[src/rtl/demux4_pkg.sv]
// Shared definitions for the sequenced 1-to-4 demultiplexer: lane count,
// select width and FSM state encodings.
package demux4_pkg;

  localparam int LANES = 4;
  localparam int SEL_W = 2;

  typedef enum logic [1:0] {
    IDLE = 2'd0,
    FILL = 2'd1,
    FULL = 2'd2
  } demuxState_e;

  function automatic logic [LANES-1:0] laneOneHot(input logic [SEL_W-1:0] lane);
    return LANES'(1) << lane;
  endfunction

endpackage

[src/rtl/demux4_lane_reg.sv]
// One held lane register of the 1-to-4 demultiplexer: captures wrData when
// writeEn is high, otherwise holds; synchronous active-high reset.
module demux4_lane_reg
  import demux4_pkg::*;
#(
  parameter int WIDTH = 1
) (
  input  logic             sysclk,
  input  logic             sys_rst,
  input  logic             writeEn,
  input  logic [WIDTH-1:0] wrData,
  output logic [WIDTH-1:0] laneData
);

  always_ff @(posedge sysclk) begin
    if (sys_rst)      laneData <= '0;
    else if (writeEn) laneData <= wrData;
  end

endmodule

[src/rtl/demultiplexer_4_seq.sv]
// Sequenced 1-to-4 demultiplexer with frame tracking. Optional frame parity
// output is enabled by defining DEMUX4_PARITY_EN.
//
// state | meaning
// IDLE  | no lane written in the current frame
// FILL  | at least one lane written, frame not yet complete
// FULL  | frame just completed; frame_valid high for this single cycle
module demultiplexer_4_seq
  import demux4_pkg::*;
#(
  parameter int WIDTH = 1
) (
  input  logic             sysclk,
  input  logic             sys_rst,
  input  logic [WIDTH-1:0] demuxIn,
  input  logic [SEL_W-1:0] sel,
  input  logic             load,
  input  logic             auto_mode,
  input  logic             clear,
  output logic [WIDTH-1:0] demuxOut_0,
  output logic [WIDTH-1:0] demuxOut_1,
  output logic [WIDTH-1:0] demuxOut_2,
  output logic [WIDTH-1:0] demuxOut_3,
  output logic [LANES-1:0] lane_valid,
  output logic [SEL_W-1:0] seq_idx,
  output logic             frame_valid
`ifdef DEMUX4_PARITY_EN
  ,
  output logic [WIDTH-1:0] frame_parity
`endif
);

  demuxState_e      state, nextState;
  logic [LANES-1:0] laneValidNext;
  logic [SEL_W-1:0] seqIdxNext;
  logic             frameValidNext;
  logic             autoPrev;

  logic [SEL_W-1:0] targetLane;
  logic [LANES-1:0] laneHit;
  logic [LANES-1:0] filled;
  logic [LANES-1:0] writeEn;
  logic             modeChange;
  logic             abort;
  logic             accept;

  logic [WIDTH-1:0] laneQ [LANES];

  for (genvar i = 0; i < LANES; i++) begin : gLane
    demux4_lane_reg #(.WIDTH(WIDTH)) uLane (
      .sysclk   (sysclk),
      .sys_rst  (sys_rst),
      .writeEn  (writeEn[i]),
      .wrData   (demuxIn),
      .laneData (laneQ[i])
    );
  end

  assign demuxOut_0 = laneQ[0];
  assign demuxOut_1 = laneQ[1];
  assign demuxOut_2 = laneQ[2];
  assign demuxOut_3 = laneQ[3];

  // A mode flip only aborts a frame in progress; in IDLE/FULL the load proceeds.
  always_comb begin
    modeChange = auto_mode != autoPrev;
    targetLane = auto_mode ? seq_idx : sel;
    laneHit    = laneOneHot(targetLane);
    abort      = clear | (modeChange & (state == FILL));
    accept     = load & ~abort;
    writeEn    = accept ? laneHit : '0;
    filled     = lane_valid | laneHit;
  end

  always_comb begin
    nextState      = state;
    laneValidNext  = lane_valid;
    seqIdxNext     = seq_idx;
    frameValidNext = 1'b0;
    if (abort) begin
      nextState     = IDLE;
      laneValidNext = '0;
      seqIdxNext    = '0;
    end else if (accept) begin
      if (filled == '1) begin
        nextState      = FULL;
        laneValidNext  = '0;
        seqIdxNext     = '0;
        frameValidNext = 1'b1;
      end else begin
        nextState     = FILL;
        laneValidNext = filled;
        if (auto_mode) seqIdxNext = seq_idx + SEL_W'(1);
      end
    end else if (state == FULL) begin
      nextState = IDLE;
    end
  end

  always_ff @(posedge sysclk) begin
    if (sys_rst) begin
      state       <= IDLE;
      lane_valid  <= '0;
      seq_idx     <= '0;
      frame_valid <= 1'b0;
      autoPrev    <= 1'b0;
    end else begin
      state       <= nextState;
      lane_valid  <= laneValidNext;
      seq_idx     <= seqIdxNext;
      frame_valid <= frameValidNext;
      autoPrev    <= auto_mode;
    end
  end

`ifdef DEMUX4_PARITY_EN
  logic [WIDTH-1:0] postWriteXor;

  // Parity must reflect the lane contents after this edge's write.
  always_comb begin
    postWriteXor = '0;
    for (int i = 0; i < LANES; i++)
      postWriteXor = postWriteXor ^ (writeEn[i] ? demuxIn : laneQ[i]);
  end

  always_ff @(posedge sysclk) begin
    if (sys_rst)             frame_parity <= '0;
    else if (abort)          frame_parity <= '0;
    else if (frameValidNext) frame_parity <= postWriteXor;
  end
`else
  // Parity disabled: no frame_parity port or logic.
`endif

endmodule

[config.mk]
export PLATFORM = sky130hd
export DESIGN_NAME = demultiplexer_4_seq
export DESIGN_NICKNAME = d
export VERILOG_FILES = /design/src/rtl/demux4_pkg.sv /design/src/rtl/demux4_lane_reg.sv /design/src/rtl/demultiplexer_4_seq.sv
export SDC_FILE = /design/constraint.sdc
export NUM_CORES = 1
export LEC_CHECK = 0
export BUFFER_PORTS_ARGS = -buffer_cell sky130_fd_sc_hd__buf_4
export CORE_MARGIN = 3
export CORE_UTILIZATION = 52
export CTS_CLUSTER_SIZE = 12
export DETAILED_ROUTE_END_ITERATION = 10
export PLACE_DENSITY = 0.89
export SYNTH_ARGS = -nofsm -noshare
export SYNTH_HDL_FRONTEND = slang
export SYNTH_SLANG_ARGS = --single-unit
[constraint.sdc]
create_clock -name sysclk -period 3.1 [get_ports sysclk]
set_clock_uncertainty 0.2 [all_clocks]
set_input_delay 0.465 -clock sysclk [delete_from_list [all_inputs] [get_ports sysclk]]
set_output_delay 0.465 -clock sysclk [all_outputs]
set_load 0.005 [all_outputs]
==> results of run 1 <==
==> per-stage QoR <==
step | util [%] | hold slack (ps) | power [W]
floorplan | - | 240 | 0.000216
global placement | 70.8 | 252 | 0.000232
detailed placement | 70.8 | 265 | 0.000233
CTS | 72.8 | 196 | 0.000328
global route | 72.8 | 198 | 0.000342
finish | 72.8 | 205 | 0.000323
==> sequential cells by signal, summed over array words and instances, names as in the netlist <==
name / cells
seq_idx: 2
gLane.uLane.laneData: 4
lane_valid: 4
state: 2
frame_valid: 1
autoPrev: 1
==> final cells by class <==
type | count | area (um2) | area share, %
multi-input combinational | 53 | 393 | 46.1
sequential | 14 | 280 | 32.9
clock buffer | 3 | 22.5 | 2.64
inverter | 1 | 3.75 | 0.441
tap | 14 | 17.5 | 2.06
timing repair buffer | 18 | 135 | 15.9
==> synthesized netlist by cell type (all sizes together) <==
| cell | n |
|---|---|
| nor2b | 2 |
| buf | 1 |
| a211oi | 4 |
| and3b | 1 |
| a31oi | 1 |
| o21ai | 1 |
| nand2b | 1 |
| and2 | 1 |
| dfxtp | 14 |
| inv | 1 |
| o21a | 5 |
| nor2 | 12 |
| or3 | 1 |
| or2b | 2 |
| o2111ai | 1 |
| nand3 | 1 |
| and2b | 2 |
| a31o | 1 |
| a2111oi | 1 |
| nand2 | 1 |
| xnor2 | 2 |
| mux2i | 4 |
| o211ai | 1 |
| nor3 | 1 |
| nor3b | 2 |
| a21oi | 5 |
==> how the worst max path moves through the flow <==
stage	endpoint	startpoint	cells after the start	slack (ps)
3_5_place_dp	seq_idx[1]$_SDFFE_PP0P_	auto_mode	6	1030
3_3_place_gp	seq_idx[1]$_SDFFE_PP0P_	auto_mode	6	1070
5_1_grt	seq_idx[1]$_SDFFE_PP0P_	seq_idx[1]$_SDFFE_PP0P_	5	1160
4_1_cts	seq_idx[1]$_SDFFE_PP0P_	seq_idx[1]$_SDFFE_PP0P_	5	1280
2_1_floorplan	seq_idx[1]$_SDFFE_PP0P_	auto_mode	5	1280
6_report	seq_idx[1]$_SDFFE_PP0P_	seq_idx[0]$_SDFFE_PP0P_	5	1280
==> critical path: stages (launching register included) <==
cell and delay (ps):
sky130_fd_sc_hd__dfxtp_1 450, sky130_fd_sc_hd__nor2b_1 260, sky130_fd_sc_hd__a211oi_1 150, sky130_fd_sc_hd__a2111oi_4 320, sky130_fd_sc_hd__a21oi_4 130, sky130_fd_sc_hd__a31o_1 220
==> layer usage <==
layer | part of all wire, % | vias up
met3 | 7.1 | 5
met5 | 0 | -
met2 | 44 | 20
met1 | 46 | 257
met4 | 2.8 | 0
li1 | - | 291
==> kinds of logic after synthesis <==
logic type / Yosys count
compound gates: 20
xor+xnor: 2
buf+inv: 2
flops: 14
mux: 4
simple gates: 27
==> power by group through the flow <==
stage	sequential, W	combinational, W	clock [W]
after floorplan	0.000190	0.0000263	0
after global placement	0.000190	0.0000417	0
after detailed placement	0.000190	0.0000425	0
after CTS	0.000186	0.0000427	0.0000994
after global routing	0.000187	0.0000464	0.000109
final	0.000186	0.0000425	0.0000946
==> run summary, run 1 <==
P per Cell Area - 380 mW/mm2
worst r2r path cells - 5
Syn Area/Cell - 9.97 um2
leakage dissipation - 0.330 nW
Mapped Area - 688 um2
I/O pin count - 19
run status - completed
post-synthesis compound-gate area fraction - 25.1%
source of the worst hold timing path - sys_rst
relative contribution of sequential cells to total power - 57.6%
chip height - 42.4 um
Syn-to-layout area delta - 23.8%
Vias - 573
switching power - 0.0000746 W
GRT Util Overall - 16.7%
commonest non-fill, non-tap cell in the layout - sky130_fd_sc_hd__buf_4
count of max-cap constraint violations - 0
highest-utilization routing layer at the global route stage - met2
number of buffers inserted by hold repair at cts - 0
internal cell power - 0.000249 W
FMAX - 550 MHz
leading cell types by total area after synthesis - sky130_fd_sc_hd__dfxtp_1 41%, sky130_fd_sc_hd__nor2_1 6.5%, sky130_fd_sc_hd__mux2i_1 5.8%, sky130_fd_sc_hd__o21a_1 5.5%, sky130_fd_sc_hd__a2111oi_4 4.0%
global-route wire length before repair - 2250 um
largest net degree at the start of global routing - 16
count of non-filler cells in the finished layout - 103
Remaining Overflow, GRT - 0
initial core utilization - 58.8%
fraction of synthesized area in multiplexers - 5.82%
register-to-register path setup slack - 1280 ps
number of fill cells - 93
dominant combinational cell family by area after synthesis - compound AO/OA/AOI/OAI gates
post-route worst setup slack - 1280 ps
Post-Place Cell Area - 830 um2
slew at the pin closest to its max-slew limit - 414 ps
Final min period - 1820 ps
Cells after Synth - 69
hold-critical path endpoint - gLane[1].uLane.laneData$_SDFFE_PP0P_
Clock Latency Late Sink - 270 ps
number of placed instances, taps included - 100
first drt pass iteration count - 4
count of cell types in the netlist - 31
clock slew at the register clock pins of the worst setup and hold paths - 70 ps
met3 usage in global routing - 4.29%
# port buffers - 18
routability congestion estimate - 0.792
number of vias per cell - 5.56
Final Max Slew Viols - 0
Critical Path RT - 3070 ps
overall routed net length - 1330 um
Core Region - 0.00117 mm2
pre-CTS setup slack - 1030 ps
final hold violation count - 0
fraction of power consumed by combinational cells - 13.2%
Max IR drop VDD - 0.000373 V
TritonCTS clock tree - built
adder-cell share of the synthesized area - 0%
largest area contributor in the synthesized netlist - sky130_fd_sc_hd__dfxtp_1
ant diodes - 0
kind of start point of the critical path - flip-flop
number of clock buffers inserted by TritonCTS - 3
number of warning messages in the yosys log - 0
Slew Limit Headroom - 72.2%
HPWL after detailed placement - 1070 um
post-synthesis simple-gate area fraction - 22.5%
library cell used as clock root buffer - sky130_fd_sc_hd__clkbuf_4
unrepaired setup endpoints after global routing - no
buffers inserted during post-CTS setup optimization - 0
top library cells by usage in the layout, fill and taps aside - 18 x sky130_fd_sc_hd__buf_4, 14 x sky130_fd_sc_hd__dfxtp_1, 12 x sky130_fd_sc_hd__nor2_1
number of gates resized after CTS - 0
syn_nets - 77
highest fanout seen on the critical path - 7
Routed WL per cell - 12.9 um
Chip Width - 42.4 um
fraction of post-synthesis cell area in the top cell type by area - 40.7%
number of design-rule violations left by the first detailed-router iteration - 11
DRC viols - 0
net total in the final layout - 99
setup TNS - 0 ps
fraction of power consumed by the clock network - 29.2%
Std-Cell Rows - 12
depth of the CTS H-tree - 1
antenna violations before repair - 0
sw frac - 23.1%
die footprint - 0.00180 mm2
# clock sinks - 14
global routing met1 resource utilization - 20.2%
DRT antenna net count - 0
via count of the first global-routing pass - 538
flip-flop and latch count after synthesis - 14
Setup Crit Path Kind - flip-flop to flip-flop
crit share post-route - 58.6%
worst hold path stage count - 2
final count of negative-setup-slack endpoints - 0
met2 demand-to-capacity share in global routing - 25.2%
share of post-route cells with drive strength above 1 - 31.5%
critical path capture point type - flip-flop
sequential-to-total area share from yosys stat - 40.7%
final std cell area, no fill - 852 um2
worst reg2reg path startpoint - seq_idx[0]$_SDFFE_PP0P_
buffers from clock root to sink, at most - 2
post-synthesis xor/xnor area fraction - 3.64%
Reg-to-Reg End - seq_idx[1]$_SDFFE_PP0P_
classification of the worst-slack hold path - input port to flip-flop
Worst Path Arrival - 1790 ps
(Power assumes the default switching activity.)
==> run 2, diff against run 1 <==
--- a/config.mk
+++ b/config.mk
@@ -5,12 +5,13 @@
 export SDC_FILE = /design/constraint.sdc
 export NUM_CORES = 1
 export LEC_CHECK = 0
+export ABC_AREA = 1
 export BUFFER_PORTS_ARGS = -buffer_cell sky130_fd_sc_hd__buf_4
 export CORE_MARGIN = 3
-export CORE_UTILIZATION = 52
+export CORE_UTILIZATION = 44
 export CTS_CLUSTER_SIZE = 12
 export DETAILED_ROUTE_END_ITERATION = 10
-export PLACE_DENSITY = 0.89
+export PLACE_DENSITY = 0.81
 export SYNTH_ARGS = -nofsm -noshare
 export SYNTH_HDL_FRONTEND = slang
 export SYNTH_SLANG_ARGS = --single-unit
==> constraint.sdc (replaced) <==
create_clock -name sysclk -period 1.6 [get_ports sysclk]
set_clock_uncertainty 0.2 [all_clocks]
set_input_delay 0.24 -clock sysclk [delete_from_list [all_inputs] [get_ports sysclk]]
set_output_delay 0.24 -clock sysclk [all_outputs]
set_load 0.005 [all_outputs]
==> run summary, run 2 <==
highest fanout seen on the critical path - 7
largest net degree at the start of global routing - 11
register-to-register path setup slack - 150 ps
Vias - 668
count of buffering cells on the critical path with inverters included - 3
Post-synth EDFFs - 0
syn_nets - 109
ant diodes - 0
number of warning messages in the yosys log - 0
count of cell types in the netlist - 16
# port buffers - 18
Core Region - 0.00142 mm2
via count of the first global-routing pass - 637
top library cells by usage in the layout, fill and taps aside - 20 x sky130_fd_sc_hd__nand2_1, 18 x sky130_fd_sc_hd__buf_4, 14 x sky130_fd_sc_hd__inv_1
depth of the CTS H-tree - 1
critical path capture point type - flip-flop
post-route core utilization - 65.1%
Critical Path RT - 1610 ps
top cells by count, synth - 20 x sky130_fd_sc_hd__nand2_1, 14 x sky130_fd_sc_hd__dfxtp_1, 14 x sky130_fd_sc_hd__inv_1
hold-critical path endpoint - state[0]$_SDFFE_PP0P_
net total in the final layout - 133
FMAX - 680 MHz
cell with the most instances after synthesis - sky130_fd_sc_hd__nand2_1
buffers from clock root to sink, at most - 2
largest area contributor in the synthesized netlist - sky130_fd_sc_hd__dfxtp_1
registers with the most flip-flops - gLane.uLane.laneData (4), lane_valid (4)
HPWL after detailed placement - 1170 um
classification of the worst-slack hold path - input port to flip-flop
worst hold path stage count - 3
final hold violation count - 0
P per Cell Area - 766 mW/mm2
initial core utilization - 50.8%
Mapped Area - 719 um2
leakage dissipation - 0.436 nW
DRT antenna net count - 0
number of fill cells - 124
flip-flop and latch count after synthesis - 14
Setup Crit Path Kind - input port to flip-flop
setup TNS - 0 ps
# clock sinks - 14
clock slew at the register clock pins of the worst setup and hold paths - 80 ps
count of max-cap constraint violations - 0
TritonCTS clock tree - built
crit share post-route - 91.9%
Chip Width - 46.4 um
Reg-to-Reg End - seq_idx[0]$_SDFFE_PP0P_
source of the worst hold timing path - load
Critical Path Source - sys_rst
fraction of registers with async set/reset - 0%
worst reg2reg path startpoint - seq_idx[1]$_SDFFE_PP0P_
cells traversed along the worst timing path - dlygate4sd3_1 -> buf_4 -> nand3b_1 -> inv_1 -> nand2_4 -> nor2_2
final count of negative-setup-slack endpoints - 0
slew at the pin closest to its max-slew limit - 196 ps
routability congestion estimate - 0.841
leading cell types by total area after synthesis - sky130_fd_sc_hd__dfxtp_1 39%, sky130_fd_sc_hd__nand2_1 10%, sky130_fd_sc_hd__nand2_2 10%, sky130_fd_sc_hd__inv_1 7.3%, sky130_fd_sc_hd__nor2_1 6.3%
Syn Area/Cell - 7.12 um2
share of post-route cells with drive strength above 1 - 37.9%
Max IR drop VDD - 0.000589 V
Cells after Synth - 101
kind of start point of the critical path - input port
die footprint - 0.00216 mm2
gate family responsible for the most delay along the worst path - buffers and inverters
first drt pass iteration count - 4
worst r2r path cells - 9
Std-Cell Rows - 13
antenna violations before repair - 0
most used flip-flop cell after synthesis - sky130_fd_sc_hd__dfxtp_1
unrepaired setup endpoints after global routing - no
Syn-to-layout area delta - 28.0%
number of design-rule violations left by the first detailed-router iteration - 18
GRT Util Overall - 16.7%
Final Max Slew Viols - 0
fraction of post-synthesis cell area in the top cell type by area - 39.0%
Remaining Overflow, GRT - 0
sequential-to-total area share from yosys stat - 39.0%
Clock Latency Late Sink - 280 ps
library cell used as clock root buffer - sky130_fd_sc_hd__clkbuf_4
I/O pin count - 19
number of clock buffers inserted by TritonCTS - 3
Final min period - 1470 ps
overall routed net length - 1500 um
number of vias per cell - 4.81
run status - completed
Slew Limit Headroom - 86.9%
commonest non-fill, non-tap cell in the layout - sky130_fd_sc_hd__nand2_1
Worst Path Arrival - 1480 ps
DRC viols - 0
global-route wire length before repair - 2550 um
Routed WL per cell - 10.8 um
slowest stage cell, crit path - sky130_fd_sc_hd__dlygate4sd3_1
delay of the slowest critical-path stage - 540 ps
chip height - 46.4 um
## run 2: cell types whose count changed after synthesis, moves of 3 or more
| cell | change |
|---|---|
| sky130_fd_sc_hd__o21a_1 | -5 |
| sky130_fd_sc_hd__mux2i_1 | -4 |
| sky130_fd_sc_hd__inv_1 | +13 |
| sky130_fd_sc_hd__o21ai_0 | +4 |
| sky130_fd_sc_hd__a211oi_1 | -3 |
| sky130_fd_sc_hd__nand2_1 | +19 |
| sky130_fd_sc_hd__nand2_2 | +12 |
| sky130_fd_sc_hd__nor2_2 | +6 |
## run 2: final cells by class
type,instances,area (um2),area share (%)
Multi-Input combinational cell,72,383,41.6
Sequential cell,14,282,30.6
Timing Repair Buffer,19,145,15.8
Inverter,15,56.3,6.11
Clock buffer,4,36.3,3.94
Tap cell,15,18.8,2.04
## run 2: logic make-up (layout without fill, tap and decap cells)
logic type	after synthesis	after routing	synth area share (%)
simple gates	61	61	45.0
buf+inv	15	38	7.83
flops	14	14	39.0
compound gates	10	10	6.96
xor+xnor	1	1	1.22
## run 2: worst max-delay path by stage
stage | endpoint | slack, ps | depth (start not counted)
2_1_floorplan | seq_idx[0]$_SDFFE_PP0P_ | 240 | 9
3_3_place_gp | seq_idx[0]$_SDFFE_PP0P_ | 130 | 11
3_5_place_dp | seq_idx[0]$_SDFFE_PP0P_ | 90 | 11
4_1_cts | seq_idx[0]$_SDFFE_PP0P_ | 120 | 9
5_1_grt | seq_idx[0]$_SDFFE_PP0P_ | 10 | 10
6_report | seq_idx[0]$_SDFFE_PP0P_ | 130 | 6
## run 2: through the flow
stage / hold WS [ps] / cells / power, W / worst slack, ps / cell area [um2]
4_1_cts: 19.7 / 139 / 0.000711 / 118 / 920
6_report: 22.7 / 139 / 0.000705 / 129 / 921
3_5_place_dp: 267 / 134 / 0.000457 / 93.1 / 873
2_1_floorplan: 109 / 101 / 0.000422 / 238 / 719
5_1_grt: 27.7 / 139 / 0.000743 / 11.1 / 921
3_3_place_gp: 259 / 134 / 0.000456 / 129 / 873
## run 2: routing by layer
layer / share of wire (%) / track usage [%] / wire (um)
met2: 47 / 25.3 / 697
met5: 0 / 0 / 0
met4: 1.3 / 6.25 / 19
met3: 5.4 / 5.86 / 81
met1: 47 / 21.6 / 699
## run 2: power breakdown
group          internal, W  switching [W]
registers         0.000354     0.00000434
clock network     0.000138       0.000115
logic            0.0000370      0.0000561
total             0.000530       0.000175
## run 2: worst register-to-register path, delay by kind of cell (launching register included)
kind             cells  cell delay [ps]
AND/OR/NAND/NOR      9              730
flip-flops           1              410
## run 2: what timing repair did
item,4_1_cts,5_1_grt
buffers inserted,0,0
endpoints found under the hold margin,6,0
resized for setup,0,1
setup endpoints to repair,0,7
hold buffers,1,0
